File: config.mk
export PLATFORM = sky130hd
export DESIGN_NAME = tri_scan_iterator
export DESIGN_NICKNAME = d
export VERILOG_FILES = /design/src/rtl/tri_scan_iterator.sv
export SDC_FILE = /design/constraint.sdc
export NUM_CORES = 1
export LEC_CHECK = 0
export BUFFER_PORTS_ARGS = -buffer_cell sky130_fd_sc_hd__clkbuf_2
export CORE_ASPECT_RATIO = 0.75
export CORE_MARGIN = 8
export CORE_UTILIZATION = 60
export CTS_BUF_LIST = sky130_fd_sc_hd__clkbuf_8
export DETAILED_ROUTE_END_ITERATION = 8
export PLACE_DENSITY = 0.83
export SLEW_MARGIN = 15
export SYNTH_ARGS = -nofsm -noshare
export SYNTH_HDL_FRONTEND = slang
export SYNTH_SLANG_ARGS = --single-unit
File: constraint.sdc
create_clock -name clk_i -period 19.17 [get_ports clk_i]
set_input_delay 1.917 -clock clk_i [delete_from_list [all_inputs] [get_ports clk_i]]
set_output_delay 1.917 -clock clk_i [all_outputs]
set_load 0.05 [all_outputs]
File: src/rtl/tri_scan_iterator.sv
// ============================================================================
// Module  : tri_scan_iterator
// Brief   : Walks a triangle's bounding box row-major and emits one fragment
//           (x, y, z) per covered pixel over a valid/ready handshake.
//           Optional top-left fill rule: define RAST_TOP_LEFT_EN.
// Rev     : 1.0 - initial release
// ============================================================================
`default_nettype none

module tri_scan_iterator #(
    parameter int X_RES        = 4,
    parameter int Y_RES        = 4,
    parameter int X_PIXEL_SIZE = $clog2(X_RES),
    parameter int Y_PIXEL_SIZE = $clog2(Y_RES),
    parameter int Z_SIZE       = 8,
    parameter int ZFRAC        = 8,
    parameter int EDGE_W       = 16
) (
    input  logic                      clk_i,
    input  logic                      rst_i,
    input  logic                      start_i,
    input  logic [X_PIXEL_SIZE-1:0]   bbox_x_min_i,
    input  logic [X_PIXEL_SIZE-1:0]   bbox_x_max_i,
    input  logic [Y_PIXEL_SIZE-1:0]   bbox_y_min_i,
    input  logic [Y_PIXEL_SIZE-1:0]   bbox_y_max_i,
    input  logic [3*EDGE_W-1:0]       edge_init_i,
    input  logic [3*EDGE_W-1:0]       edge_dx_i,
    input  logic [3*EDGE_W-1:0]       edge_dy_i,
    input  logic [Z_SIZE+ZFRAC-1:0]   z_init_i,
    input  logic [Z_SIZE+ZFRAC-1:0]   z_dx_i,
    input  logic [Z_SIZE+ZFRAC-1:0]   z_dy_i,
    output logic                      frag_valid_o,
    input  logic                      frag_ready_i,
    output logic [X_PIXEL_SIZE-1:0]   frag_x_o,
    output logic [Y_PIXEL_SIZE-1:0]   frag_y_o,
    output logic [Z_SIZE-1:0]         frag_z_o,
    output logic                      busy_o,
    output logic                      done_o
);

    localparam int ZIN = Z_SIZE + ZFRAC;
    localparam int ZW  = Z_SIZE + ZFRAC + 2;

    typedef enum logic [1:0] {
        S_IDLE  = 2'd0,
        S_SCAN  = 2'd1,
        S_DRAIN = 2'd2,
        S_DONE  = 2'd3
    } state_t;

    state_t r_state, w_state_nxt;

    logic [X_PIXEL_SIZE-1:0]   r_x, r_x_min, r_x_max;
    logic [Y_PIXEL_SIZE-1:0]   r_y, r_y_max;
    logic signed [EDGE_W-1:0]  r_edge     [3];
    logic signed [EDGE_W-1:0]  r_edge_row [3];
    logic signed [EDGE_W-1:0]  r_edge_dx  [3];
    logic signed [EDGE_W-1:0]  r_edge_dy  [3];
    logic signed [ZW-1:0]      r_z, r_z_row, r_z_dx, r_z_dy;

    logic                      r_valid;
    logic [X_PIXEL_SIZE-1:0]   r_fx;
    logic [Y_PIXEL_SIZE-1:0]   r_fy;
    logic [Z_SIZE-1:0]         r_fz;

    logic [2:0]                w_lane_cov;
    logic                      w_covered;
    logic                      w_out_free;
    logic                      w_emit;
    logic                      w_advance;
    logic                      w_last;
    logic                      w_empty;
    logic [Z_SIZE-1:0]         w_zq;

    for (genvar k = 0; k < 3; k++) begin : g_lane
`ifdef RAST_TOP_LEFT_EN
        // Zero counts only on top-left edges so shared edges are drawn once.
        logic w_pos, w_zero, w_top_left;
        assign w_pos      = !r_edge[k][EDGE_W-1] && (|r_edge[k]);
        assign w_zero     = ~|r_edge[k];
        assign w_top_left = (!r_edge_dx[k][EDGE_W-1] && (|r_edge_dx[k]))
                          || ((~|r_edge_dx[k]) && r_edge_dy[k][EDGE_W-1]);
        assign w_lane_cov[k] = w_pos || (w_zero && w_top_left);
`else
        assign w_lane_cov[k] = !r_edge[k][EDGE_W-1];
`endif
    end

    assign w_covered  = &w_lane_cov;
    assign w_out_free = !r_valid || frag_ready_i;
    assign w_emit     = (r_state == S_SCAN) && w_covered && w_out_free;
    assign w_advance  = (r_state == S_SCAN) && (!w_covered || w_out_free);
    assign w_last     = (r_x == r_x_max) && (r_y == r_y_max);
    assign w_empty    = (bbox_x_max_i < bbox_x_min_i) || (bbox_y_max_i < bbox_y_min_i);

    always_comb begin
        if (r_z[ZW-1]) begin
            w_zq = '0;
        end else if (|r_z[ZW-2:ZIN]) begin
            w_zq = '1;
        end else begin
            w_zq = r_z[ZFRAC +: Z_SIZE];
        end
    end

    always_ff @(posedge clk_i) begin
        if (rst_i) begin
            r_state <= S_IDLE;
        end else begin
            r_state <= w_state_nxt;
        end
    end

    // An empty box passes through DRAIN so done lands two cycles after start.
    always_comb begin
        w_state_nxt = r_state;
        case (r_state)
            S_IDLE:  if (start_i) w_state_nxt = w_empty ? S_DRAIN : S_SCAN;
            S_SCAN:  if (w_advance && w_last) w_state_nxt = S_DRAIN;
            S_DRAIN: if (w_out_free) w_state_nxt = S_DONE;
            S_DONE:  w_state_nxt = S_IDLE;
            default: w_state_nxt = S_IDLE;
        endcase
    end

    always_ff @(posedge clk_i) begin
        if (rst_i) begin
            r_valid <= 1'b0;
            r_fx    <= '0;
            r_fy    <= '0;
            r_fz    <= '0;
        end else begin
            if (w_emit) begin
                r_valid <= 1'b1;
                r_fx    <= r_x;
                r_fy    <= r_y;
                r_fz    <= w_zq;
            end else if (frag_ready_i) begin
                r_valid <= 1'b0;
            end

            if ((r_state == S_IDLE) && start_i) begin
                r_x_min <= bbox_x_min_i;
                r_x_max <= bbox_x_max_i;
                r_y_max <= bbox_y_max_i;
                r_x     <= bbox_x_min_i;
                r_y     <= bbox_y_min_i;
                for (int k = 0; k < 3; k++) begin
                    r_edge[k]     <= edge_init_i[k*EDGE_W +: EDGE_W];
                    r_edge_row[k] <= edge_init_i[k*EDGE_W +: EDGE_W];
                    r_edge_dx[k]  <= edge_dx_i[k*EDGE_W +: EDGE_W];
                    r_edge_dy[k]  <= edge_dy_i[k*EDGE_W +: EDGE_W];
                end
                r_z     <= {2'b00, z_init_i};
                r_z_row <= {2'b00, z_init_i};
                r_z_dx  <= {{2{z_dx_i[ZIN-1]}}, z_dx_i};
                r_z_dy  <= {{2{z_dy_i[ZIN-1]}}, z_dy_i};
            end else if (w_advance) begin
                if (r_x < r_x_max) begin
                    r_x <= r_x + 1'b1;
                    for (int k = 0; k < 3; k++) begin
                        r_edge[k] <= r_edge[k] + r_edge_dx[k];
                    end
                    r_z <= r_z + r_z_dx;
                end else begin
                    r_x <= r_x_min;
                    r_y <= r_y + 1'b1;
                    for (int k = 0; k < 3; k++) begin
                        r_edge_row[k] <= r_edge_row[k] + r_edge_dy[k];
                        r_edge[k]     <= r_edge_row[k] + r_edge_dy[k];
                    end
                    r_z_row <= r_z_row + r_z_dy;
                    r_z     <= r_z_row + r_z_dy;
                end
            end
        end
    end

    assign frag_valid_o = r_valid;
    assign frag_x_o     = r_fx;
    assign frag_y_o     = r_fy;
    assign frag_z_o     = r_fz;
    assign busy_o       = (r_state != S_IDLE);
    assign done_o       = (r_state == S_DONE);

endmodule

`default_nettype wire

Word level (Yosys, flattened, before mapping)
Memory sizes are Yosys's and may differ from the RTL's.
Cells that the tools add are included.
- equal/unequal tests: 9
- $add $sub $neg: 10
- muxes and demuxes: 43
- $lt $le $gt $ge: 3
- reduce and logical (&&, ||, !) cells: 23
- bitwise logic cells: 10
- operators with widths (kind ; count):
    $mux 16 ; 11
    $add 16x16->16 ; 6
    $mux 18 ; 4
    $add 18x16->18 ; 2
    $mux 2 ; 10
    $mux 8 ; 2
    $mux 1 ; 15
    $or 1x1->1 ; 9
    $reduce_and 3->1 ; 3
    $pmux 2 s4 ; 1
    $logic_and 1x1->1 ; 6
    $lt 2x2->1 ; 3
    $ne 2x2->1 const B ; 3
    $reduce_bool 2->1 ; 3
    $logic_not 1->1 ; 5
    $add 2x1->2 const B ; 2
    $eq 2x2->1 ; 2
    $eq 2x2->1 const B ; 2
    $reduce_and 2->1 ; 2
    $logic_or 1x1->1 ; 3
    $eq 2x1->1 const B ; 1
    $logic_not 2->1 ; 1
    $ne 2x1->1 const B ; 1
    $not 1->1 ; 1
- output and inout port bits: 15
- memories: 4
- register bits: 93
- logic and storage cells: 118
- RAM bits: 192
- memories (memory ; words ; bits a word ; rd ports ; clocked after Yosys merged registers in ; write ports ; RTL line ; RTL):
    r_edge ; 3 ; 16 ; 3 ; 0 ; 3 ; 55 ; logic signed [EDGE_W-1:0] r_edge [3];
    r_edge_dx ; 3 ; 16 ; 3 ; 0 ; 3 ; 57 ; logic signed [EDGE_W-1:0] r_edge_dx [3];
    r_edge_dy ; 3 ; 16 ; 3 ; 0 ; 3 ; 58 ; logic signed [EDGE_W-1:0] r_edge_dy [3];
    r_edge_row ; 3 ; 16 ; 3 ; 0 ; 3 ; 56 ; logic signed [EDGE_W-1:0] r_edge_row [3];

Logic depth before layout (Yosys ltp)
Gate-level depths: netlist of run 1.
An unclocked memory read counts as a cell.
- word-level depth: 12
- mapped depth: 11
- mapped depth without buffers: 11

Worst setup path after synthesis of run 1
OpenSTA, ideal clock, no wires.
- path kind: input to register
- start: input port start_i
- end: memory r_edge_dx[0][0] (enable)
- slack: 10.569 ns
- library setup time: 0.630 ns
- arrival: 7.971 ns
- stages on the path: 4
- buffers on the path: 2
- cells stage by stage: nand2_1 > clkbuf_1 > buf_1 > nor2_1
- RTL lines (element ; RTL line ; RTL):
    from (decl) ; 21 ; input logic start_i,
    to (decl) ; 57 ;

==> impl_metrics.env, run 1 <==
export IMPL_status="finished clean"
export IMPL_numCtsBuffers=45
export IMPL_die_h_um=159
export IMPL_synth_compound_area_share_pct=15.8
export IMPL_io_buffer_count=218
export IMPL_met3_wirelength_mm=3.59
export IMPL_die_area_um2=32900
export IMPL_routedWlPerCell_um=19.4
export IMPL_top_layer_used="met5"
export IMPL_avgViaCountPerCell=5.97
export IMPL_hpwl_mm=30.4
export IMPL_cp_start_kind="primary input"
export IMPL_antenna_found_initial=5
export IMPL_firstDrtPassIters=5
export IMPL_period_share_pct=24.1
export IMPL_synth_simple_area_share_pct=13.3
export IMPL_synthToLayoutAreaGrowth_pct=14.4
export IMPL_postSynthAreaPerCell_um2=10.6
export IMPL_initial_core_util_pct=60.9
export IMPL_num_io_pins=219
export IMPL_clock_sinks=285
export IMPL_path_clk_slew_ns=0.06
export IMPL_layout_drive_gt1_share_pct=17.2
export IMPL_synth_cell_types=69
export IMPL_vias=13000
export IMPL_tightestPinTransition_ns=1.04
export IMPL_synthXorXnorAreaFrac_pct=5.94
export IMPL_whs_path_depth=2
export IMPL_ant_nets=0
export IMPL_fp_row_count=52
export IMPL_finalHoldViolCount=0
export IMPL_cts_resized=0
export IMPL_period_minus_slack_ns=4.61
export IMPL_p_sw_mw=0.984
export IMPL_gp_congestion=0.930
export IMPL_globalRouteOverflowTotal=0
export IMPL_num_nets_final=2127
export IMPL_critPathKind="primary input to register"
export IMPL_endpoint_kind="register"
export IMPL_wirelength_mm=42.0
export IMPL_cts_hold_buffers=0
export IMPL_pwr_share_comb_pct=43.6
export IMPL_critPathMaxStageDelay_ns=0.58
export IMPL_wl_met2_mm=18.7
export IMPL_cts_tree="done"
export IMPL_h_tree_depth=2
export IMPL_synthAdderAreaFrac_pct=11.1
export IMPL_intPower_mw=1.52
export IMPL_yosysWarnings=0
export IMPL_placed_cells=2086
export IMPL_required_ns=19.38
export IMPL_drv_cap=0
export IMPL_drtIter0Drc=1064
export IMPL_rsz0062_at_grt="no"
export IMPL_fp_dieW_um=207
export IMPL_grt_pass1_wl_mm=66.2
export IMPL_synthesis_area_um2=16400
export IMPL_syn_inst=1551
export IMPL_met1_length_mm=18.4
export IMPL_clockBufferDepth=3
export IMPL_path_cells="clkbuf_2 > nor3_2 > buf_4 > nand2_2 > buf_4 > o21ai_4 > buf_4"
export IMPL_synth_ff_type="edfxtp_1"
export IMPL_ys_seq_elements=285
export IMPL_hp_class="register to register"
export IMPL_whs_ns=0.506
export IMPL_synth_edf_count=270
export IMPL_core_area_um2=26900
export IMPL_p_leak_nw=7.79
export IMPL_clock_skew_ns=0.0193
export IMPL_reg2reg_slack_ns=15.26
export IMPL_arrival_ns=4.82
export IMPL_clock_latency_ns=0.59
export IMPL_setup_tns_ns=0
export IMPL_muxShareOfSynthArea_pct=0.573
export IMPL_irDropWorstVdd_v=0.0000733
export IMPL_root_buffer="clkbuf_8"
export IMPL_critPathMaxFanout=49
export IMPL_track_usage_pct=25.1
export IMPL_synth_top_family_by_area="compound AO/OA/AOI/OAI gates"
export IMPL_drv_slew=0
export IMPL_grt_pass1_vias=12900
export IMPL_cts_setup_buffers=0
export IMPL_final_cells=2172
export IMPL_power_frac_seq_pct=36.7
export IMPL_p_clk_share_pct=19.7
export IMPL_slowest_stage="buf_4"
export IMPL_max_slew_margin_rel_pct=30.7
export IMPL_grt_max_degree=77
export IMPL_clock_fmax_mhz=217
export IMPL_power_density_nw_per_um2=134
export IMPL_yosysSeqAreaShare_pct=51.4
export IMPL_async_flop_share_pct=0
export IMPL_drc=0
export IMPL_switching_share_pct=39.4
export IMPL_synthesis_nets=1896
export IMPL_ff2ff_path_depth=11
export IMPL_crit_path_frequent_cell="buf_4"
export IMPL_final_setup_viol_count=0
-- placed cells by master, fill, tap and decap left out, types with 11 or more instances in the layout --
master / n
and3_1: 11
o21ai_0: 67
a31oi_1: 23
o21ai_1: 29
ha_1: 133
xnor2_1: 69
nor2_1: 149
clkbuf_2: 218
clkinv_1: 11
a21oi_1: 134
clkbuf_8: 48
o211ai_1: 17
dfxtp_1: 15
buf_4: 11
a21o_1: 32
a211oi_1: 16
nand3_1: 25
nand2_1: 245
nor3_1: 38
inv_1: 49
o21a_1: 19
edfxtp_1: 270
xor2_1: 42
-- registers in the layout, summed over array words and instances (netlist names), 8 cells and up --
name,count
r_edge_dx,48
frag_z_o,8
r_edge_row,48
r_z_dx,16
r_z,18
r_edge_dy,48
r_edge,48
r_z_row,18
r_z_dy,16
-- power groups by stage --
stage | combinational [mW] | sequential, mW | clock, mW
global placement | 1.03 | 0.925 | 0
floorplan | 0.812 | 0.923 | 0
CTS | 1.08 | 0.917 | 0.502
finish | 1.09 | 0.918 | 0.493
global route | 1.21 | 0.928 | 0.526
detailed placement | 1.07 | 0.928 | 0
-- synthesized netlist by cell type, types with 4 or more instances --
| cell type | instances | area [µm²] |
|---|---|---|
| o21ai_0 | 69 | 345 |
| xnor2_1 | 69 | 604 |
| mux2i_1 | 6 | 60.1 |
| o2111ai_1 | 4 | 35.0 |
| nor2_1 | 151 | 567 |
| nand2_1 | 246 | 923 |
| or3_1 | 11 | 68.8 |
| o211ai_1 | 17 | 128 |
| fa_1 | 8 | 160 |
| o21bai_1 | 8 | 60.1 |
| buf_1 | 5 | 18.8 |
| a311oi_1 | 6 | 52.6 |
| a21oi_1 | 137 | 686 |
| and2_1 | 4 | 25.0 |
| edfxtp_1 | 270 | 8110 |
| ha_1 | 133 | 1660 |
| clkbuf_1 | 38 | 143 |
| a41oi_1 | 4 | 35.0 |
| nand3_1 | 25 | 125 |
| a31oi_1 | 23 | 144 |
| inv_1 | 32 | 120 |
| nor2b_1 | 7 | 43.8 |
| o31ai_1 | 5 | 37.5 |
| a21o_1 | 33 | 248 |
| o21a_1 | 19 | 143 |
| xor2_1 | 42 | 368 |
| o21ai_1 | 29 | 145 |
| and3_1 | 11 | 68.8 |
| nor3_1 | 39 | 195 |
| nand2b_1 | 10 | 62.6 |
| a21boi_1 | 4 | 30.0 |
| a211oi_1 | 16 | 120 |
| dfxtp_1 | 15 | 300 |
-- layer usage --
layer / vias up / track usage (%)
met5: - / 0
met4: 4 / 10.1
met3: 92 / 5.23
met2: 563 / 38.3
met1: 6118 / 34.7
li1: 6196 / -
-- final timing paths --
check              startpoint           endpoint
setup / recovery        rst_i  r_edge_row[0][32]
hold / removal    frag_z_o[2]        frag_z_o[2]
setup reg to reg   r_state[0]  r_edge_row[0][32]
hold reg to reg   frag_z_o[2]        frag_z_o[2]
-- kinds of logic after synthesis --
kind of cell,count (synthesis)
adders and majority gates,141
AOI/OAI and AO/OA,409
and+or+nand+nor,518
xor gates and xnor gates,111
buffers and inverters,78
muxes,9
DFF,285
-- worst max-delay path, delay by kind of cell --
family,cells,cell delay [ns]
AOI/OAI and AO/OA,1,0.09
and+or+nand+nor,2,0.83
buffers and inverters,4,1.94
-- per-stage QoR --
| step | power (mW) | setup WS, ns | area (µm²) | utilization, % |
|---|---|---|---|---|
| final | 2.50 | 14.56 | 18700 | 69.7 |
| after global routing | 2.66 | 14.41 | 18700 | 69.7 |
| after global placement | 1.95 | 14.12 | 17900 | 66.5 |
| after detailed placement | 1.99 | 14.04 | 17900 | 66.5 |
| after CTS | 2.50 | 14.65 | 18700 | 69.6 |
| after floorplan | 1.73 | 10.57 | 16400 | - |
-- final cells by class --
cell class	count	area, µm²
Sequential cell	285	8410
Fill cell	2005	8150
Multi-Input combinational cell	1188	7740
Timing Repair Buffer	229	1170
Clock buffer	48	661
Tap cell	351	439
Clock inverter	35	168
Inverter	33	124
Antenna cell	3	7.51
Power figures use the tool's default switching activity.
==> run 2: changes to the inputs <==
==> constraint.sdc (replaced) <==
create_clock -name clk_i -period 4.5 [get_ports clk_i]
set_input_delay 0.45 -clock clk_i [delete_from_list [all_inputs] [get_ports clk_i]]
set_output_delay 0.45 -clock clk_i [all_outputs]
set_load 0.05 [all_outputs]
==> run 2 against run 1 <==
Design area is 1.5% higher. Clock power grew to 4.2 times the previous value. Hold slack lost 0.47 ns. Sequential cell count unchanged. Total power grew to 4.3 times the previous value. First-iteration DRC count increased by 26%. Clock skew increased by 0.0015 ns. Combinational power grew to 4.3 times the previous value. Critical path depth shrank 2. Global-route usage rose by 0.56 points. Sequential share of layout area decreased by 0.67 points.
==> impl_metrics.env, run 2 (synthesized netlist as in run 1, its figures left out) <==
export IMPL_required_ns=4.75
export IMPL_irDropWorstVdd_v=0.000311
export IMPL_final_setup_viol_count=0
export IMPL_drv_slew=0
export IMPL_switching_share_pct=39.6
export IMPL_globalRouteOverflowTotal=0
export IMPL_path_cells="ha_1 > a21o_2 > nand2_2 > o21ai_4 > buf_4"
export IMPL_power_frac_seq_pct=36.7
export IMPL_endpoint_kind="register"
export IMPL_tightestPinTransition_ns=0.972
export IMPL_grt_pass1_vias=13100
export IMPL_core_area_um2=26900
export IMPL_antenna_found_initial=6
export IMPL_critPathMaxFanout=35
export IMPL_critPathKind="register to register"
export IMPL_worst_path_stages=5
export IMPL_gp_congestion=0.918
export IMPL_power_density_nw_per_um2=560
export IMPL_clock_sinks=285
export IMPL_period_minus_slack_ns=3.33
export IMPL_hp_class="primary input to register"
export IMPL_numCtsBuffers=47
export IMPL_die_h_um=159
export IMPL_fp_row_count=52
export IMPL_path_delay_family="compound AO/OA/AOI/OAI gates"
export IMPL_clock_fmax_mhz=301
export IMPL_track_usage_pct=25.7
export IMPL_p_sw_mw=4.21
export IMPL_drc=0
export IMPL_whs_path_depth=1
export IMPL_cts_tree="done"
export IMPL_p_clk_share_pct=19.4
export IMPL_hpwl_mm=30.9
export IMPL_layout_commonest_cell="edfxtp_1"
export IMPL_drtIter0Drc=1337
export IMPL_post_route_util_pct=70.7
export IMPL_max_slew_margin_rel_pct=35.0
export IMPL_die_area_um2=32900
export IMPL_ant_nets=0
export IMPL_io_buffer_count=218
export IMPL_final_cell_mix="edfxtp_1 (270), nand2_1 (245), clkbuf_2 (218)"
export IMPL_wirelength_mm=43.0
export IMPL_clockBufferDepth=3
export IMPL_critPathMaxStageDelay_ns=0.62
export IMPL_num_io_pins=219
export IMPL_rsz0062_at_grt="no"
export IMPL_arrival_ns=3.57
export IMPL_num_nets_final=2157
export IMPL_clock_skew_ns=0.0208
export IMPL_firstDrtPassIters=5
export IMPL_avgViaCountPerCell=6.03
export IMPL_cts_resized=0
export IMPL_layout_drive_gt1_share_pct=17.2
export IMPL_intPower_mw=6.43
export IMPL_synthToLayoutAreaGrowth_pct=16.1
export IMPL_slowest_stage="a21o_2"
export IMPL_nFillCells=1924
export IMPL_pwr_share_comb_pct=43.9
export IMPL_vias=13300
export IMPL_root_buffer="clkbuf_8"
export IMPL_setup_tns_ns=0
export IMPL_grt_pass1_wl_mm=67.6
export IMPL_initial_core_util_pct=60.9
export IMPL_ff2ff_path_depth=5
export IMPL_clock_latency_ns=0.60
export IMPL_drv_cap=0
export IMPL_period_share_pct=73.9
export IMPL_finalHoldViolCount=0
export IMPL_routedWlPerCell_um=19.6
export IMPL_h_tree_depth=2
export IMPL_path_clk_slew_ns=0.06
export IMPL_worst_path_buf_inv=1
export IMPL_p_leak_nw=7.92
export IMPL_cp_start_kind="register"
export IMPL_grt_max_degree=49
export IMPL_status="finished clean"
export IMPL_fp_dieW_um=207
run 2: per-layer routing:
layer | track usage, % | part of all wire (%)
met2 | 39.3 | 44
met5 | 0 | 0.081
met4 | 10.2 | 3.3
met3 | 5.82 | 9.5
met1 | 35.0 | 43
run 2: layout make-up:
cell class,instances,area [µm²],share of cell area (%)
clock buffer,48,661,3.48
antenna,3,7.51,0.0395
multi-input combinational,1188,7740,40.7
timing repair buffer,257,1470,7.76
tap,351,439,2.31
inverter,33,124,0.652
clock inverter,36,153,0.803
sequential,285,8410,44.2
run 2: power by group through the flow:
stage / logic [mW] / registers, mW / clock network (mW)
2_1_floorplan: 3.46 / 3.89 / 0
3_3_place_gp: 4.37 / 3.92 / 0
3_5_place_dp: 4.55 / 3.94 / 0
4_1_cts: 4.61 / 3.90 / 2.09
5_1_grt: 5.16 / 3.94 / 2.21
6_report: 4.68 / 3.90 / 2.06
run 2: through the flow:
| step | area (µm²) | std cells | hold WS (ns) | total power, mW | setup slack [ns] |
|---|---|---|---|---|---|
| 2_1_floorplan | 16400 | 1551 | 0.511 | 7.35 | 0.587 |
| 3_3_place_gp | 17900 | 2088 | 0.471 | 8.30 | 1.32 |
| 3_5_place_dp | 17900 | 2088 | 0.485 | 8.49 | 1.24 |
| 4_1_cts | 19000 | 2198 | 0.000110 | 10.6 | 1.22 |
| 5_1_grt | 19000 | 2201 | 0.00337 | 11.3 | 1.04 |
| 6_report | 19000 | 2201 | 0.0362 | 10.6 | 1.17 |
run 2: path summary, 6_finish.rpt:
path | from | endpoint | slack [ns]
setup / recovery | r_x[1] | r_edge_row[0][26] | 1.17
hold / removal | edge_dy_i[1] | r_edge_dy[0][1] | 0.04
setup reg to reg | r_x[1] | r_edge_row[0][26] | 1.17
hold reg to reg | frag_z_o[3] | frag_z_o[3] | 0.49
run 2: timing repair:
action                                 in CTS  in global routing
hold buffers                               26                  0
buffers inserted                            0                  0
endpoints found under the hold margin      26                  0
setup endpoints to repair                   0                  0
==> run 3: changes to the inputs <==
--- a/config.mk
+++ b/config.mk
@@ -5,13 +5,14 @@
 export SDC_FILE = /design/constraint.sdc
 export NUM_CORES = 1
 export LEC_CHECK = 0
+export ABC_AREA = 1
 export BUFFER_PORTS_ARGS = -buffer_cell sky130_fd_sc_hd__clkbuf_2
 export CORE_ASPECT_RATIO = 0.75
 export CORE_MARGIN = 8
-export CORE_UTILIZATION = 60
+export CORE_UTILIZATION = 55
 export CTS_BUF_LIST = sky130_fd_sc_hd__clkbuf_8
 export DETAILED_ROUTE_END_ITERATION = 8
-export PLACE_DENSITY = 0.83
+export PLACE_DENSITY = 0.79
 export SLEW_MARGIN = 15
 export SYNTH_ARGS = -nofsm -noshare
 export SYNTH_HDL_FRONTEND = slang
==> constraint.sdc (replaced) <==
create_clock -name clk_i -period 3 [get_ports clk_i]
set_input_delay 0.3 -clock clk_i [delete_from_list [all_inputs] [get_ports clk_i]]
set_output_delay 0.3 -clock clk_i [all_outputs]
set_load 0.05 [all_outputs]
==> run 3 against run 2 <==
Combinational power rose by 44%. Cell count is 31% higher. Core utilization fell by 2.1 points. Sequential power increased by 48%. Design area up 13%. Critical path depth up 5. Highest routed layer is now met4. Worst setup slack worse by 0.76 ns. Register-to-register slack worse by 0.76 ns. Maximum frequency rose by 29%. Area after synthesis is 7.4% higher. Count of clock-buffer cells in the layout grew 3.
==> impl_metrics.env, run 3 <==
export IMPL_finalHoldViolCount=0
export IMPL_synth_most_common_cell="nand2_1"
export IMPL_status="finished clean"
export IMPL_antenna_found_initial=1
export IMPL_grt_max_degree=77
export IMPL_clock_fmax_mhz=387
export IMPL_clock_sinks=285
export IMPL_cts_setup_buffers=0
export IMPL_reg2reg_slack_ns=0.42
export IMPL_layout_drive_gt1_share_pct=13.5
export IMPL_wirelength_mm=52.0
export IMPL_synth_ff_type="edfxtp_1"
export IMPL_synth_area_leaders="edfxtp_1 (46%), nand2_1 (14%), ha_1 (9.5%)"
export IMPL_synthesis_area_um2=17600
export IMPL_clockBufferDepth=3
export IMPL_drc=0
export IMPL_track_usage_pct=26.6
export IMPL_clock_latency_ns=0.59
export IMPL_fp_row_count=56
export IMPL_drv_cap=0
export IMPL_drtIter0Drc=1794
export IMPL_yosysWarnings=0
export IMPL_worst_path_buf_inv=3
export IMPL_r2r_end="r_edge[0][27]"
export IMPL_globalRouteOverflowTotal=0
export IMPL_final_setup_viol_count=0
export IMPL_required_ns=3.34
export IMPL_root_buffer="clkbuf_8"
export IMPL_num_nets_final=2785
export IMPL_netlist_area_leader_share_pct=46.1
export IMPL_hpwl_mm=37.9
export IMPL_clock_skew_ns=0.0141
export IMPL_min_from="edge_init_i[37]"
export IMPL_grt_pass1_wl_mm=80.9
export IMPL_path_delay_family="buffers and inverters"
export IMPL_synthToLayoutAreaGrowth_pct=22.6
export IMPL_whs_path_depth=3
export IMPL_yosys_area_top_type="edfxtp_1"
export IMPL_ys_seq_elements=285
export IMPL_avgViaCountPerCell=5.52
export IMPL_arrival_ns=2.92
export IMPL_path_clk_slew_ns=0.07
export IMPL_dpl_worst_slack_ns=0.453
export IMPL_setup_tns_ns=0
export IMPL_rsz0062_at_grt="no"
export IMPL_synthesis_nets=2387
export IMPL_slowest_stage="edfxtp_1"
export IMPL_core_area_um2=31400
export IMPL_layout_commonest_cell="nand2_1"
export IMPL_async_flop_share_pct=0
export IMPL_firstDrtPassIters=6
export IMPL_path_cells="ha_1 > a21oi_2 > inv_2 > nor2_1 > nand2_2 > inv_2 > buf_12 > nand3_1 > nand2_1 > nand2_1"
export IMPL_synthTopCellsByCount="nand2_1 (661), edfxtp_1 (270), nand3_1 (213)"
export IMPL_synth_cell_types=40
export IMPL_numCtsBuffers=48
export IMPL_critPathMaxStageDelay_ns=0.44
export IMPL_hp_class="primary input to register"
export IMPL_min_to="r_edge_row[0][37]"
export IMPL_initial_core_util_pct=56.0
export IMPL_tightestPinTransition_ns=0.818
export IMPL_period_minus_slack_ns=2.58
export IMPL_ant_nets=0
export IMPL_yosysSeqAreaShare_pct=47.8
export IMPL_irDropWorstVdd_v=0.000410
export IMPL_io_buffer_count=218
export IMPL_routedWlPerCell_um=18.0
export IMPL_cts_tree="done"
export IMPL_max_slew_margin_rel_pct=45.3
export IMPL_final_cell_mix="nand2_1 (659), edfxtp_1 (270), clkbuf_2 (218)"
export IMPL_vias=15900
export IMPL_cts_resized=0
export IMPL_grt_pass1_vias=15300
export IMPL_cts_hold_buffers=150
export IMPL_setup_slack_ns=0.417
export IMPL_period_share_pct=86.1
export IMPL_num_io_pins=219
export IMPL_ff2ff_path_depth=10
export IMPL_critPathMaxFanout=42
export IMPL_synth_edf_count=270
export IMPL_r2r_start="r_x[1]"
export IMPL_cp_start_kind="register"
export IMPL_p_leak_nw=10.0
export IMPL_syn_inst=2042
export IMPL_die_h_um=171
export IMPL_postSynthAreaPerCell_um2=8.61
export IMPL_critPathKind="register to register"
export IMPL_gp_congestion=0.951
export IMPL_power_density_nw_per_um2=729
export IMPL_drv_slew=0
export IMPL_fp_dieW_um=222
export IMPL_endpoint_kind="register"
export IMPL_die_area_um2=38000
export IMPL_h_tree_depth=2
[run 3: cell count changes after synthesis, sizes merged, moves of 25 or more]
cell	delta
nand2	+416
nand3	+187
inv	+167
xnor2	-53
clkbuf	-31
nor2	-27
a21o	-25
[run 3: where the power goes]
| group | internal, mW | switching (mW) | total, mW |
|---|---|---|---|
| combinational | 2.34 | 4.41 | 6.75 |
| sequential | 5.42 | 0.352 | 5.77 |
| clock | 1.56 | 1.63 | 3.19 |
[run 3: kinds of logic after synthesis]
| family | Yosys count | synth area share (%) |
|---|---|---|
| AO/OA/AOI/OAI | 274 | 8.94 |
| XOR/XNOR | 42 | 2.09 |
| adder cells (fa/ha/maj) | 141 | 10.4 |
| buffers and inverters | 235 | 5.51 |
| flip-flops | 285 | 47.8 |
| AND/OR/NAND/NOR | 1065 | 25.3 |
[run 3: area by class of cell]
type | count | area, µm²
timing repair buffer | 383 | 2760
clock inverter | 32 | 144
clock buffer | 51 | 702
fill | 2532 | 9840
sequential | 285 | 8410
multi-input combinational | 1522 | 8270
tap | 406 | 508
inverter | 200 | 751
antenna | 2 | 5.00
[run 3: through the flow]
| stage | hold slack, ns | std cells | utilization, % | instance area [µm²] | total power, mW |
|---|---|---|---|---|---|
| 2_1_floorplan | 0.399 | 2042 | - | 17600 | 10.5 |
| 3_3_place_gp | 0.477 | 2646 | 61.1 | 19200 | 12.1 |
| 3_5_place_dp | 0.479 | 2646 | 61.1 | 19200 | 12.3 |
| 4_1_cts | 0.00145 | 2879 | 68.6 | 21500 | 15.6 |
| 5_1_grt | 0.0107 | 2880 | 68.6 | 21500 | 16.8 |
| 6_report | 0.0205 | 2881 | 68.6 | 21500 | 15.7 |
[run 3: metal layers]
metal | up-vias | share of wire [%] | GRT usage [%]
li1 | 7772 | - | -
met1 | 7378 | 46 | 38.2
met2 | 681 | 44 | 41.7
met3 | 70 | 7.8 | 4.38
met4 | 0 | 1.9 | 6.66
met5 | - | 0 | 0
[run 3: worst register-to-register path: cells and delay by family (launching register included)]
family,cells,cell delay [ns]
buf+inv,3,0.62
simple gates,5,0.58
flops,1,0.44
fa+ha+maj,1,0.35
compound gates,1,0.34
[run 3: how the worst max path moves through the flow]
stage                            endpoint  slack, ns  startpoint  cells after the start
final                       r_edge[0][27]       0.42      r_x[1]                     10
after floorplan           r_edge_dx[0][0]      -0.16  r_state[1]                      5
after detailed placement    r_edge[0][27]       0.45      r_x[1]                     10
after global placement      r_edge[0][28]       0.57      r_x[1]                     10
after global routing        r_edge[0][27]       0.28      r_x[1]                     10
after CTS                   r_edge[0][27]       0.43      r_x[1]                     10
